`src/rtl/imm_encoder_pkg.sv`:
```
// Shared immediate-encoding definitions: format codes, field placement and fit/extension helpers.
// Used by the encoder datapath, its fit checker and anything that needs to undo the packing.
package imm_encoder_pkg;

  typedef enum logic [1:0] {
    CTRL_I  = 2'b00,
    CTRL_D  = 2'b01,
    CTRL_B  = 2'b10,
    CTRL_CB = 2'b11
  } ctrl_t;

  localparam int BUS_W = 64;
  localparam int IMM_W = 26;
  localparam int ERR_W = 8;

  // Field position (LSB within Imm26) and width for each format.
  localparam int I_LSB  = 10;
  localparam int I_W    = 12;
  localparam int D_LSB  = 12;
  localparam int D_W    = 9;
  localparam int B_LSB  = 0;
  localparam int B_W    = 26;
  localparam int CB_LSB = 5;
  localparam int CB_W   = 19;

  localparam logic [ERR_W-1:0] ERR_MAX = '1;

  function automatic logic fitsUnsigned(input logic [BUS_W-1:0] v, input int unsigned w);
    return (v >> w) == '0;
  endfunction

  // Everything from the field's sign bit upward must be a copy of that bit.
  function automatic logic fitsSigned(input logic [BUS_W-1:0] v, input int unsigned w);
    logic [BUS_W-1:0] s;
    s = $signed(v) >>> (w - 1);
    return (s == '0) || (&s);
  endfunction

  function automatic logic [BUS_W-1:0] extendImm(input logic [IMM_W-1:0] imm26, input ctrl_t ctrl);
    logic [BUS_W-1:0] r;
    r = '0;
    case (ctrl)
      CTRL_I:  r = {{(BUS_W-I_W){1'b0}}, imm26[I_LSB +: I_W]};
      CTRL_D:  r = {{(BUS_W-D_W){imm26[D_LSB+D_W-1]}}, imm26[D_LSB +: D_W]};
      CTRL_B:  r = {{(BUS_W-B_W){imm26[B_LSB+B_W-1]}}, imm26[B_LSB +: B_W]};
      CTRL_CB: r = {{(BUS_W-CB_W){imm26[CB_LSB+CB_W-1]}}, imm26[CB_LSB +: CB_W]};
      default: r = '0;
    endcase
    return r;
  endfunction

endpackage

```
`src/rtl/imm_encoder_if.sv`:
```
// Request/result bundle of the immediate encoder; master drives requests and consumes results.
// Both sides use valid/ready, a transfer happens on the edge where valid and ready are both high.
interface imm_encoder_if;
  import imm_encoder_pkg::*;

  logic             InValid;
  logic             InReady;
  logic [BUS_W-1:0] BusImm;
  ctrl_t            Ctrl;
  logic             OutValid;
  logic             OutReady;
  logic [IMM_W-1:0] Imm26;
  logic             Fit;
  logic             ClearErr;
  logic [ERR_W-1:0] ErrCount;

  modport master (
    output InValid, BusImm, Ctrl, OutReady, ClearErr,
    input  InReady, OutValid, Imm26, Fit, ErrCount
  );

  modport slave (
    input  InValid, BusImm, Ctrl, OutReady, ClearErr,
    output InReady, OutValid, Imm26, Fit, ErrCount
  );

endinterface

```
`src/rtl/imm_fit_check.sv`:
```
// Packs a 64-bit immediate into the 26-bit instruction field for the selected format and flags exact fit.
// Purely combinational, no handshake; the field is packed even when the value does not fit.
module imm_fit_check
  import imm_encoder_pkg::*;
(
  input  logic [BUS_W-1:0] busImm,
  input  ctrl_t            ctrl,
  output logic [IMM_W-1:0] imm26,
  output logic             fit
);

  always_comb begin
    imm26 = '0;
    fit   = 1'b0;
    case (ctrl)
      CTRL_I: begin
        imm26[I_LSB +: I_W] = busImm[I_W-1:0];
        fit                 = fitsUnsigned(busImm, I_W);
      end
      CTRL_D: begin
        imm26[D_LSB +: D_W] = busImm[D_W-1:0];
        fit                 = fitsSigned(busImm, D_W);
      end
      CTRL_B: begin
        imm26[B_LSB +: B_W] = busImm[B_W-1:0];
        fit                 = fitsSigned(busImm, B_W);
      end
      CTRL_CB: begin
        imm26[CB_LSB +: CB_W] = busImm[CB_W-1:0];
        fit                   = fitsSigned(busImm, CB_W);
      end
      default: begin
        imm26 = '0;
        fit   = 1'b0;
      end
    endcase
  end

endmodule

```
`src/rtl/imm_encoder.sv`:
```
// Two-stage immediate encoder: request register, fit check, result register; 2-cycle latency.
// Full throughput; a stalled result holds stable and stage 1 stops accepting once both stages are full.
module imm_encoder
  import imm_encoder_pkg::*;
(
  input  logic         CLK,
  input  logic         Reset_L,
  imm_encoder_if.slave bus
);

  logic             s1Valid;
  logic [BUS_W-1:0] s1Imm;
  ctrl_t            s1Ctrl;
  logic             s2Valid;
  logic [IMM_W-1:0] s2Imm26;
  logic             s2Fit;
  logic [ERR_W-1:0] errCount;

  logic [IMM_W-1:0] packedImm;
  logic             packedFit;
  logic             s2Advance;
  logic             s1Advance;
  logic             outXfer;

  assign outXfer   = s2Valid && bus.OutReady;
  assign s2Advance = !s2Valid || bus.OutReady;
  assign s1Advance = !s1Valid || s2Advance;

  imm_fit_check uFitCheck (
    .busImm (s1Imm),
    .ctrl   (s1Ctrl),
    .imm26  (packedImm),
    .fit    (packedFit)
  );

  always_ff @(posedge CLK or negedge Reset_L) begin
    if (!Reset_L) begin
      s1Valid <= 1'b0;
      s1Imm   <= '0;
      s1Ctrl  <= CTRL_I;
    end else if (s1Advance) begin
      s1Valid <= bus.InValid;
      if (bus.InValid) begin
        s1Imm  <= bus.BusImm;
        s1Ctrl <= bus.Ctrl;
      end
    end
  end

  // Data only loads with a real entry so the output bus does not churn on bubbles.
  always_ff @(posedge CLK or negedge Reset_L) begin
    if (!Reset_L) begin
      s2Valid <= 1'b0;
      s2Imm26 <= '0;
      s2Fit   <= 1'b0;
    end else if (s2Advance) begin
      s2Valid <= s1Valid;
      if (s1Valid) begin
        s2Imm26 <= packedImm;
        s2Fit   <= packedFit;
      end
    end
  end

  always_ff @(posedge CLK or negedge Reset_L) begin
    if (!Reset_L) begin
      errCount <= '0;
    end else if (bus.ClearErr) begin
      errCount <= '0;
    end else if (outXfer && !s2Fit && (errCount != ERR_MAX)) begin
      errCount <= errCount + 1'b1;
    end
  end

  assign bus.InReady  = s1Advance;
  assign bus.OutValid = s2Valid;
  assign bus.Imm26    = s2Imm26;
  assign bus.Fit      = s2Fit;
  assign bus.ErrCount = errCount;

  stallHold: assert property (@(posedge CLK) disable iff (!Reset_L)
    (s2Valid && !bus.OutReady) |=> (s2Valid && $stable(s2Imm26) && $stable(s2Fit)));

  // A fitting value must be recoverable from the packed field alone.
  roundTrip: assert property (@(posedge CLK) disable iff (!Reset_L)
    (s1Valid && packedFit) |-> (extendImm(packedImm, s1Ctrl) == s1Imm));

endmodule

```
`src/flat_wrapper.sv`:
```
// flat-port wrapper written by rule: the top's interface ports become plain ports
module imm_encoder_flat import imm_encoder_pkg::*;
  (CLK, Reset_L, bus_InValid, bus_BusImm, bus_Ctrl, bus_OutReady, bus_ClearErr, bus_InReady, bus_OutValid, bus_Imm26, bus_Fit, bus_ErrCount);
  imm_encoder_if bus_i ();
  input  logic CLK;
  input  logic Reset_L;
  input wire logic [$bits(bus_i.InValid)-1:0] bus_InValid;
  input wire logic [$bits(bus_i.BusImm)-1:0] bus_BusImm;
  input wire logic [$bits(bus_i.Ctrl)-1:0] bus_Ctrl;
  input wire logic [$bits(bus_i.OutReady)-1:0] bus_OutReady;
  input wire logic [$bits(bus_i.ClearErr)-1:0] bus_ClearErr;
  output wire logic [$bits(bus_i.InReady)-1:0] bus_InReady;
  output wire logic [$bits(bus_i.OutValid)-1:0] bus_OutValid;
  output wire logic [$bits(bus_i.Imm26)-1:0] bus_Imm26;
  output wire logic [$bits(bus_i.Fit)-1:0] bus_Fit;
  output wire logic [$bits(bus_i.ErrCount)-1:0] bus_ErrCount;
  assign bus_i.InValid = bus_InValid;
  assign bus_i.BusImm = bus_BusImm;
  assign bus_i.Ctrl = bus_Ctrl;
  assign bus_i.OutReady = bus_OutReady;
  assign bus_i.ClearErr = bus_ClearErr;
  assign bus_InReady = bus_i.InReady;
  assign bus_OutValid = bus_i.OutValid;
  assign bus_Imm26 = bus_i.Imm26;
  assign bus_Fit = bus_i.Fit;
  assign bus_ErrCount = bus_i.ErrCount;
  imm_encoder u_core (.CLK(CLK), .Reset_L(Reset_L), .bus(bus_i));
endmodule
```
`config.mk`:
```
export PLATFORM = sky130hd
export DESIGN_NAME = imm_encoder_flat
export DESIGN_NICKNAME = d
export VERILOG_FILES = /design/src/rtl/imm_encoder_pkg.sv /design/src/rtl/imm_encoder_if.sv /design/src/rtl/imm_fit_check.sv /design/src/rtl/imm_encoder.sv /design/src/flat_wrapper.sv
export SDC_FILE = /design/constraint.sdc
export NUM_CORES = 1
export LEC_CHECK = 0
export CORE_ASPECT_RATIO = 0.9
export CORE_UTILIZATION = 50
export DETAILED_ROUTE_END_ITERATION = 10
export GPL_TIMING_DRIVEN = 0
export PLACE_DENSITY = 0.78
export SKIP_CTS_REPAIR_TIMING = 1
export SLEW_MARGIN = 20
export SYNTH_ARGS = -nofsm -noshare
export SYNTH_HDL_FRONTEND = slang
export SYNTH_SLANG_ARGS = --single-unit
```
`constraint.sdc`:
```
create_clock -name CLK -period 2.3 [get_ports CLK]
set_input_delay 0.23 -clock CLK [delete_from_list [all_inputs] [get_ports CLK]]
set_output_delay 0.23 -clock CLK [all_outputs]
set_load 0.02 [all_outputs]
```
# Word level (Yosys, flattened, before mapping)
# Cells that the tools add are included.
# totals
register_bits	103
latch_bits	0
ramBits	0
romBits	0
out_inout_bits	37
wordCells	44
n_memories	0
# classes
add_sub_neg	1
mul	0
n_div	0
n_lt_le_gt_ge	0
n_eq_ne	4
shifts	0
muxes	10
bitwise	0
n_reduce_logical	22
# op_table
op	count
logical NOT 64 bit	4
AND reduction 56 bit	1
AND reduction 46 bit	1
AND reduction 39 bit	1
one-hot mux 9 bit (4 select lines)	1
two-way mux 8 bit	2
one-hot mux 5 bit (2 select lines)	1
adder 8 x 1 -> 8 bit, second input constant	1
inequality test 8 bit, second input constant	1
one-hot mux 2 bit (3 select lines)	1
logical OR 1 bit	5
two-way mux 5 bit	1
equality test 2 bit, second input constant	2
one-hot mux 1 bit (4 select lines)	1
one-hot mux 2 bit (2 select lines)	1
AND reduction 2 bit	2
logical AND 1 bit	3
logical NOT 1 bit	3
one-hot mux 1 bit (3 select lines)	1
equality test 2 x 1 -> 1 bit, second input constant	1
logical NOT 2 bit	1
two-way mux 2 bit	1
nonzero test 2 bit	1

# Logic depth before layout (Yosys ltp)
# Gate-level depths: netlist of the first run.
# logic_depth
depth_word	5
ltp_mapped	7
mapped_depth_nobuf	7

# Hierarchy
# From an unflattened synthesis of the first run, not the netlist that was laid out.
# hier_totals
hier_cells	345
hier_area_um2	4991.0
# by_module_without_submodules
mod	instances	cells_each	area_each_um2	seq_area_each_um2
imm_encoder	1	253	4231.6	2577.5
imm_fit_check	1	92	759.5	0.0

# Least setup slack after synthesis of the first run
# OpenSTA, ideal clock, no wires.
# synth_timing
kind	reg2reg
startpoint	register u_core.s2Valid (netlist: u_core.bus.OutValid)
endpoint	register u_core.s1Imm[10]
setup_ns	0.125
arrival_time_ns	1.814
slack_ns	0.361
path_stages_with_launch	6
n_path_buf	2
path_cell_list	dfrtp_1 > nand3b_1 > nand2_1 > clkbuf_1 > buf_2 > mux2_2
# synth_via
elab_chain_len	4
# synth_rtl
element	line_no	source
start: declaration	imm_encoder.sv:14	logic s2Valid;
start signal: assignment	imm_encoder.sv:57	s2Valid <= s1Valid;
logical NOT 1 bit	imm_encoder.sv:26	assign s2Advance = !s2Valid || bus.OutReady;
logical OR 1 bit	imm_encoder.sv:26	
logical OR 1 bit	imm_encoder.sv:27	assign s1Advance = !s1Valid || s2Advance;
named net bus_InReady	flat_wrapper.sv:12	output wire logic [$bits(bus_i.InReady)-1:0] bus_InReady;
AND reduction 2 bit (no line)	-	
end signal: assignment	imm_encoder.sv:44	s1Imm <= bus.BusImm;
end: declaration	imm_encoder.sv:12	logic [BUS_W-1:0] s1Imm;
# The timed path passes the listed nets, and every way through them passes these cells.
# A chain may end at the register's enable or synchronous reset.

# Worst setup path in the final report of the first run
# layout_timing
startpoint	register u_core.s2Valid (netlist: u_core.bus.OutValid)
endpoint	register u_core.s1Imm[21]
# layout_via
elab_chain_len	4
# layout_rtl
element	line_no
logical NOT 1 bit	imm_encoder.sv:26
logical OR 1 bit	imm_encoder.sv:26
logical OR 1 bit	imm_encoder.sv:27
AND reduction 2 bit (no line)	-
# No other way between the ends.

==> flow_metrics.py, run 1 <==
metrics = {
    "logic_synthesis": {
        "yosysSeqAreaShare": 0.546,
        "synth_cell_types": 36,
        "synth_cells": 370,
        "ys_warn_count": 0,
        "syn-cell-area_sq_mm": 0.00472,
        "ys_ff_latch": 103,
        "synth.avg_cell_area_sq_um": 12.7,
        "synth_fp_nets": 442,
    },
    "routing": {
        "num_vias": 3510,
        "ant_nets": 0,
        "dr.pass1.iters": 4,
        "drc_errors": 0,
        "wirelength_mm": 10.5,
        "wl_per_cell_um": 17.1,
        "drt-initial-drc-count": 151,
        "drt-vias-per-instance": 5.71,
    },
    "power_and_ir_drop": {
        "switchingPower_mw": 1.43,
        "p_leak_nw": 2.44,
        "clkPwrFrac": 0.233,
        "power_density_mw_per_mm2": 777,
        "switching_share": 0.298,
        "power_mw": 4.79,
        "p_int_mw": 3.36,
        "vdd_drop_max_v": 0.000347,
        "combPwrFrac": 0.264,
        "seqPwrFrac": 0.503,
    },
    "cells_and_area": {
        "fin_util": 0.675,
        "diodes": 0,
        "area_growth_pct": 30.6,
        "layout-drive-gt1-share": 0.231,
        "layout.nets": 561,
        "final_area_sq_mm": 0.00616,
    },
    "timing": {
        "max_freq_ghz": 0.497,
        "slew_viol_final": 0,
        "period_share": 0.875,
        "finalSetupViolations": 0,
        "grt_setup_unrepaired": "false",
        "slew_headroom": 0.573,
        "tightest_slew_ns": 0.640,
        "worst_clock_skew_ns": 0.0117,
        "whs_ns": 0.197,
        "finalSetupTns_ns": 0,
        "period_minus_slack_ns": 2.01,
        "finalHoldViolations": 0,
    },
    "floorplanning": {
        "dieArea_sq_mm": 0.00983,
        "die_w_um": 104,
        "core-area_sq_mm": 0.00913,
        "rows": 33,
        "initial_core_util": 0.517,
        "pin_count": 108,
        "die_y_um": 94.1,
    },
    "clock_tree": {
        "clk_latency_ns": 0.37,
        "cts_sinks": 103,
        "clkTransAtPathRegs_ns": 0.09,
        "cts.htree.levels": 3,
        "clockBufferDepth": 2,
        "cts_root_buf": "clkbuf_8",
        "cts_tree": "done",
        "numCtsBuffers": 9,
    },
    "outcome": {
        "status": "finished, final reports clean",
    },
    "worst_setup_path": {
        "criticalPathCategory": "flip-flop to flip-flop",
        "rrSetupSlack_ns": 0.29,
        "reg2reg_depth": 5,
        "crit_arrival_ns": 2.27,
        "setup.worst_path.start": "u_core.bus.OutValid",
        "critPathMaxFanout": 10,
        "endpoint": "u_core.s1Imm[21]",
        "r2r-start": "u_core.bus.OutValid",
        "r2r-end": "u_core.s1Imm[21]",
        "start_kind": "flip-flop",
        "critPathRequiredTime_ns": 2.56,
        "cp-end-kind": "flip-flop",
    },
    "place": {
        "gp_congestion": 0.801,
        "dpl_cell_area_sq_mm": 0.00596,
        "portBuffers": 106,
        "hpwlAfterDp_mm": 7.90,
    },
    "global_routing": {
        "grt_max_degree": 55,
        "track_usage": 0.224,
        "overflow": 0,
        "grt_pass1_vias": 3328,
        "grt_pass1_wl_mm": 16.9,
        "antenna_found_initial": 0,
    },
    "hold_path": {
        "hp-class": "input port to flip-flop",
    },
    "run": {
        "drv_cap": 0,
    },
}
how the worst min path moves through the flow:
stage | depth (start not counted) | slack (ns) | start | to
2_1_floorplan | 0 | -0.07 | Reset_L | u_core.bus.ErrCount[0]
4_1_cts | 1 | -0.20 | Reset_L | u_core.s1Imm[0]
3_5_place_dp | 1 | 0.20 | Reset_L | u_core.bus.Imm26[0]
3_3_place_gp | 2 | 0.46 | u_core.bus.Imm26[4] | u_core.bus.Imm26[4]
6_report | 2 | 0.20 | bus_ClearErr | u_core.bus.ErrCount[6]
5_1_grt | 2 | 0.23 | bus_ClearErr | u_core.bus.ErrCount[2]
area by class of cell:
cell class	count	area, sq um
fillers	696	2970
plain buffers	19	105
clock buffers	12	145
clock inverters	3	43.8
well taps	122	153
repair buffers	108	1100
multi-input cells	247	2030
inverters	1	3.75
flip-flops and latches	103	2580
per-stage QoR:
step                      worst slack (ns)  std cells
after floorplan                      0.361        370
after CTS                            0.269        614
after detailed placement           -0.0820        599
after global placement               -2.74        598
final                                0.287        615
after global routing                 0.116        615
state kept, by name (all words and copies together), names as in the netlist:
signal               flops
u_core.bus.Fit           1
u_core.bus.Imm26        26
u_core.bus.ErrCount      8
u_core.s1Valid           1
u_core.bus.OutValid      1
u_core.s1Ctrl            2
u_core.s1Imm            64
routing by layer:
layer  wire length (um)  vias up  share of wire  track usage
met5                  0        -              0            0
met4                114        0          0.011       0.0774
met3                687       11          0.065       0.0520
met2               4980      128           0.47        0.353
met1               4740     1760           0.45        0.307
li1                   -     1611              -            -
cell usage after synthesis:
master	instances	share of area
mux4_2	9	0.043
o21ai_0	12	0.013
o31ai_1	7	0.011
a22oi_1	1	0.0016
a21oi_1	5	0.0053
nor3_4	1	0.0034
nor4_4	1	0.0045
a2bb2oi_1	1	0.0019
buf_1	1	0.00079
and3_1	1	0.0013
nand3b_1	1	0.0016
mux2i_1	9	0.019
nand4_1	29	0.038
or4_1	4	0.0064
ha_1	1	0.0027
a32oi_1	1	0.0019
buf_2	7	0.0074
nand2_1	38	0.030
o21bai_1	1	0.0016
buf_6	2	0.0048
xor2_1	4	0.0074
o311ai_2	1	0.0034
nand3_1	5	0.0053
nand2b_1	4	0.0053
o31a_1	1	0.0019
clkbuf_8	1	0.0029
xnor2_1	1	0.0019
nor2_1	13	0.010
nor3_1	4	0.0042
mux2_2	76	0.18
clkbuf_1	8	0.0064
inv_1	1	0.00079
nor4_1	13	0.017
nor4_2	1	0.0027
or3_1	2	0.0027
dfrtp_1	103	0.55
cell families (layout without fill, tap and decap cells):
logic type                 Yosys count  after routing  synth area share
DFF                                103            103             0.546
AOI/OAI and AO/OA                   30             30            0.0414
muxes                               94             94             0.244
xor gates and xnor gates             5              5           0.00928
buffers and inverters               20            143            0.0231
adders and majority gates            1              1           0.00265
and+or+nand+nor                    117            117             0.134
worst max-delay path, stage by stage, from the launching register on:
cell and delay [ns]:
dfrtp_1 0.40, nand3b_1 0.16, nand2_1 0.13, clkbuf_1 0.47
buf_2 0.36, mux2_2 0.37
placed cells by master, fill, tap and decap left out, drive strengths merged, types with 5 or more instances in the layout:
cell,count
a21oi,5
nand2,38
mux2,76
buf,12
o31ai,7
clkbuf,21
nand4,29
nand3,5
nor2,13
mux2i,9
o21ai,12
dfrtp,103
mux4,9
clkdlybuf4s50,105
nor4,15
nor3,5
power groups by stage:
stage               clock network [mW]  logic (mW)  registers, mW
floorplan                            0       0.576           2.51
global placement                     0        1.24           2.42
detailed placement                   0        1.27           2.44
CTS                               1.13        1.28           2.40
global route                      1.20        1.36           2.45
finish                            1.11        1.26           2.41
(Power assumes the default switching activity.)
==> run 2, diff against run 1 <==
Settings changed: TNS_END_PERCENT set to 50.
==> results of run 2 <==
No change in the layout: final DEF, timing and power equal those of run 1.
==> RTL change 1: new RTL, settings of run 1 <==
Change the package constant `B_W` from 26 to 18.
--- a/src/rtl/imm_encoder_pkg.sv
+++ b/src/rtl/imm_encoder_pkg.sv
@@ -19,7 +19,7 @@
   localparam int D_LSB  = 12;
   localparam int D_W    = 9;
   localparam int B_LSB  = 0;
-  localparam int B_W    = 26;
+  localparam int B_W    = 18;
   localparam int CB_LSB = 5;
   localparam int CB_W   = 19;
 
Check against the original RTL: not equivalent (a bounded check fails within 4 cycles, from zero or initial values and one cycle with Reset_L low).
==> RTL change 1 against run 1 <==
- sequential power down 4%
- largest cell class unchanged
- register-to-register slack better by 0.25 ns
- highest routed layer unchanged
- final area down 3.4%
- via count down 4.1%
- sequential cell count down 2
- total power down 2.8%
- routed wire length down 5.6%
- clock skew down 0.0015 ns
- synthesized area down 4.8%
- setup slack better by 0.24 ns
- clock power up 11%
==> RTL change 1: results (changes against run 1) <==
- Final wirelength: 9940 um (-5.6%)
- Final GP Congestion: 0.874 (+9.1%)
- Slew margin rel.: 64.3% (+7.0 points)
- Drt pass-1 iters: 7 (+3)
- Arrival @ worst endpoint: 1.55 ns (-0.72 ns)
- I/O Buffers: 104 (-1.9%)
- DP Cell Count: 597 (-0.33%)
- Grt met2 use: 38.6% (+3.4 points)
- Switching share of power: 29.2% (-0.63 points)
- Ys async rst share: 100% (unchanged)
- Top cells by count, synth: dfrtp_1 (101), mux2_2 (66), nand2_1 (36)
- Crit Reg-Reg Endpoint: u_core.bus.Imm26[16]
- Fin crit share: 77.2% (-10 points)
- Leak Pwr: 2.39 nW (-2.1%)
- Worst slack at placement: 0.213 ns (+0.295 ns)
- Met1 usage: 29.1% (-1.6 points)
- CP Max Fanout: 4 (-6)
- Max Cap Violations: 0 (unchanged)
- Status: completed
- Global-route wire length before repair: 16600 um (-1.4%)
- Sequential area share after synthesis: 56.3% (+1.6 points)
- Critical Path Start: u_core.s1Valid
- Iteration-0 DRC Markers: 197 (+30%)
- Via count: 3366 (-4.1%)
- GRT met3 Usage: 7.24% (+2.0 points)
- Via density: 5.48 (-3.9%)
- Placed Area: 5710 um2 (-4.1%)
- R2r startpoint: u_core.s1Ctrl[1]
- Post-synth cell types: 41 (+14%)
- VDD IR max: 0.000441 V (+27%)
- FF-to-FF path depth: 7 (+2)
- Share of cells above drive strength 1: 20.6% (-2.5 points)
- Syn_area_per_cell: 12.1 um2 (-5.3%)
- Global Route Usage Sum: 23.0% (+0.56 points)
- Final hold slack: 0.215 ns (+0.0180 ns)
- Nets@finish: 567 (+1.1%)
- Layout Skew: 0.0102 ns (-0.00150 ns)
- CP endpoint: bus_InReady
- Area contributors post-synth: dfrtp_1 (56%), mux2_2 (17%), nand2_1 (3.0%)
RTL change 1: cell count changes after synthesis, sizes merged, moves of 8 or more:
cell           run 1  this run
o21ai             12        24
nand4             29        18
a222oi             0        10
mux2              76        66
mux4               9         0
mux2i              9         1
RTL change 1: how the worst min path moves through the flow:
stage	depth (start not counted)	end	startpoint
final	2	u_core.bus.ErrCount[1]	bus_ClearErr
after global routing	2	u_core.bus.ErrCount[6]	bus_ClearErr
after CTS	1	u_core.bus.Imm26[9]	Reset_L
after detailed placement	1	u_core.bus.Imm26[9]	Reset_L
after global placement	2	u_core.bus.Imm26[22]	u_core.bus.Imm26[22]
after floorplan	0	u_core.bus.ErrCount[0]	Reset_L
RTL change 1: critical path, stage by stage (launching register included):
cell and delay, ns:
dfrtp_1 0.43, nand3b_1 0.14, clkdlybuf4s50_1 0.62
RTL change 1: kinds of logic (layout without fill, tap and decap cells):
logic type,Yosys count,after routing,synth area share (%)
xor gates and xnor gates,6,6,1.17
other,1,2,0.0835
AOI/OAI and AO/OA,56,56,8.36
DFF,101,101,56.3
buffers and inverters,25,147,2.90
muxes,67,67,16.8
and+or+nand+nor,110,110,12.8
adders and majority gates,6,6,1.67
RTL change 1: area by class of cell:
type / instances / area, um2
clock buffer: 11 / 141
sequential: 101 / 2530
fill: 679 / 2700
clock inverter: 5 / 83.8
timing repair buffer: 106 / 1080
tap: 119 / 149
buffer: 21 / 115
inverter: 4 / 15.0
multi-input combinational: 247 / 1840
RTL change 1: routing by layer:
layer	vias up	routed length, um
li1	1604	-
met1	1632	4260
met2	114	4900
met3	16	666
met4	0	114
met5	-	0
RTL change 1: power groups by stage:
stage                     clock network [mW]  registers, mW  logic (mW)
after floorplan                            0           2.40       0.498
after global placement                     0           2.33        1.07
after detailed placement                   0           2.34        1.11
after CTS                               1.26           2.31        1.11
after global routing                    1.33           2.35        1.21
final                                   1.23           2.31        1.11
==> RTL change 2: new RTL, settings of run 1 <==
Made on the original files. Make the reset (`Reset_L`) synchronous in 3 clocked blocks.
--- a/src/rtl/imm_encoder.sv
+++ b/src/rtl/imm_encoder.sv
@@ -33,7 +33,7 @@
     .fit    (packedFit)
   );
 
-  always_ff @(posedge CLK or negedge Reset_L) begin
+  always_ff @(posedge CLK) begin
     if (!Reset_L) begin
       s1Valid <= 1'b0;
       s1Imm   <= '0;
@@ -48,7 +48,7 @@
   end
 
   // Data only loads with a real entry so the output bus does not churn on bubbles.
-  always_ff @(posedge CLK or negedge Reset_L) begin
+  always_ff @(posedge CLK) begin
     if (!Reset_L) begin
       s2Valid <= 1'b0;
       s2Imm26 <= '0;
@@ -62,7 +62,7 @@
     end
   end
 
-  always_ff @(posedge CLK or negedge Reset_L) begin
+  always_ff @(posedge CLK) begin
     if (!Reset_L) begin
       errCount <= '0;
     end else if (bus.ClearErr) begin
Formal check against the unedited RTL: differs if Reset_L is asserted again (counterexample within 4 cycles, from zero or initial values and one cycle with Reset_L low); with Reset_L held inactive, the same outputs for 10 cycles.
==> RTL change 2 against run 1 <==
- synthesized area is 4.5% lower
- setup slack lost 0.047 ns
- critical endpoint is now u_core.bus.Fit
- highest routed layer unchanged
- synthesized cell count increased by 42%
- final area shrank 4.2%
- routed wire length up 8.4%
- sequential cell count unchanged
- non-clock buffer count rose by 17
- sequential share of layout area decreased by 6.9 points
- largest cell class is now multi-input combinational cells
Power is not compared: it rests on default switching activity, and its combinational part moved more than twofold at a synthesized area within 25%.
==> RTL change 2: results (changes against run 1) <==
- Number of global-route vias before repair: 3873 (+16%)
- Pint: 2.56 mW
- Area contributors post-synth: dfxtp_1 (46%), nand2_1 (13%), a21boi_0 (12%)
- Syn_area_per_cell: 8.55 um2 (-33%)
- I/O Buffers: 107 (+0.94%)
- Initial antenna violation count: 0 (unchanged)
- Synth warn: 0 (unchanged)
- Hold crit path type: input pin to flip-flop
- Max FFs per register: 64 (unchanged)
- Clock Root Buffer: clkbuf_8
- Max H-tree Level: 3 (unchanged)
- Arrival @ worst endpoint: 2.37 ns (+0.10 ns)
- Biggest register: u_core.s1Imm
- CP peak stage delay: 0.56 ns (+0.09 ns)
- Syn nets: 599 (+36%)
- Filler cell count: 717 (+3.0%)
- Global Route Usage Sum: 25.6% (+3.1 points)
- Wire length per cell: 14.8 um (-13%)
- Number of buffers created by CTS: 9 (unchanged)
- DP Cell Count: 753 (+26%)
- Global-route wire length before repair: 18500 um (+9.5%)
- Largest net degree at the start of global routing: 17 (-69%)
- Ant diodes: 0 (unchanged)
- Nets@finish: 717 (+28%)
- Clock Tree Buf Depth: 2 (unchanged)
- Top cells by count, synth: nand2_1 (157), dfxtp_1 (103), a21boi_0 (70)
- Final GP Congestion: 0.897 (+12%)
- Status: completed
- Leak Pwr: 2.08 nW
- Clock-pin slew on the worst setup and hold paths: 0.09 ns (about the same)
- Post-detail-place hpwl: 8880 um (+12%)
- Share of cells above drive strength 1: 5.54% (-18 points)
- Via count: 4162 (+19%)
- Drt pass-1 iters: 4 (unchanged)
- Ys async rst share: 0% (-100 points)
- Final Non-Filler Cells: 769 (+25%)
- Worst-margin pin slew: 0.533 ns (-0.107 ns)
- Iteration-0 DRC Markers: 246 (+63%)
- Layout Skew: 0.0134 ns (+0.00170 ns)
- Slowest cell on crit path: or4_1
- Fin. max-slew vios: 0 (unchanged)
- Post-synth cell types: 39 (+8.3%)
- Sequential area share after synthesis: 45.8% (-8.9 points)
- VDD IR max: 0.000283 V
- Clk_lat worst skew: 0.37 ns (about the same)
- CP Max Fanout: 3 (-7)
RTL change 2: cell types whose count changed after synthesis, moves of 13 or more:
cell	run 1	this run
nand4_1	29	16
nor2_1	13	26
a21boi_0	0	70
clkbuf_1	8	32
nand2_1	38	157
dfxtp_1	0	103
dfrtp_1	103	0
mux2_2	76	7
nand3_1	5	23
RTL change 2: through the flow:
step,setup WS (ns),cell area (um2),hold slack (ns)
floorplan,0.402,4500,0.365
global placement,0.00327,5720,0.454
detailed placement,-0.130,5720,0.455
CTS,0.153,5900,0.396
global route,0.0518,5900,0.409
finish,0.240,5900,0.396
RTL change 2: layer usage:
metal	routed length, um	vias up	global-route usage [%]
met5	0	-	0
met4	219	0	9.17
met3	768	23	4.73
met2	5300	137	40.5
met1	5130	1955	34.5
li1	-	2047	-
RTL change 2: path summary, 6_finish.rpt:
kind                         from              endpoint  slack [ns]  depth (start not counted)
min reg2reg  u_core.bus.Imm26[22]  u_core.bus.Imm26[22]        0.47                          2
max              u_core.s1Imm[39]        u_core.bus.Fit        0.24                          6
max reg2reg      u_core.s1Imm[39]        u_core.bus.Fit        0.24                          6
min                bus_BusImm[39]      u_core.s1Imm[39]        0.40                          3
RTL change 2: power by group through the flow:
| stage | logic [mW] | registers, mW | clock network, mW |
|---|---|---|---|
| after CTS | 0.497 | 1.94 | 1.04 |
| after global placement | 0.482 | 1.98 | 0 |
| final | 0.496 | 1.95 | 1.03 |
| after global routing | 0.543 | 1.96 | 1.12 |
| after detailed placement | 0.495 | 1.99 | 0 |
| after floorplan | 0.252 | 1.98 | 0 |
RTL change 2: layout make-up:
type                    count  area share [%]
plain buffers              37            2.42
clock buffers              12            2.46
clock inverters             4           0.530
inverters                   1          0.0636
multi-input cells         386            38.9
flip-flops and latches    103            34.9
well taps                 119            2.52
repair buffers            107            18.1
RTL change 2: critical path: cells and delay by family (launching register included):
kind	cells	cell delay [ns]
and+or+nand+nor	4	1.27
DFF	1	0.38
AOI/OAI and AO/OA	2	0.35
RTL change 2: cell families after synthesis:
group	after synthesis	synth area share, %
simple gates	261	26.2
flops	103	45.8
compound gates	97	16.1
buf+inv	38	3.22
mux	20	7.14
xor+xnor	7	1.36
fa+ha+maj	1	0.278
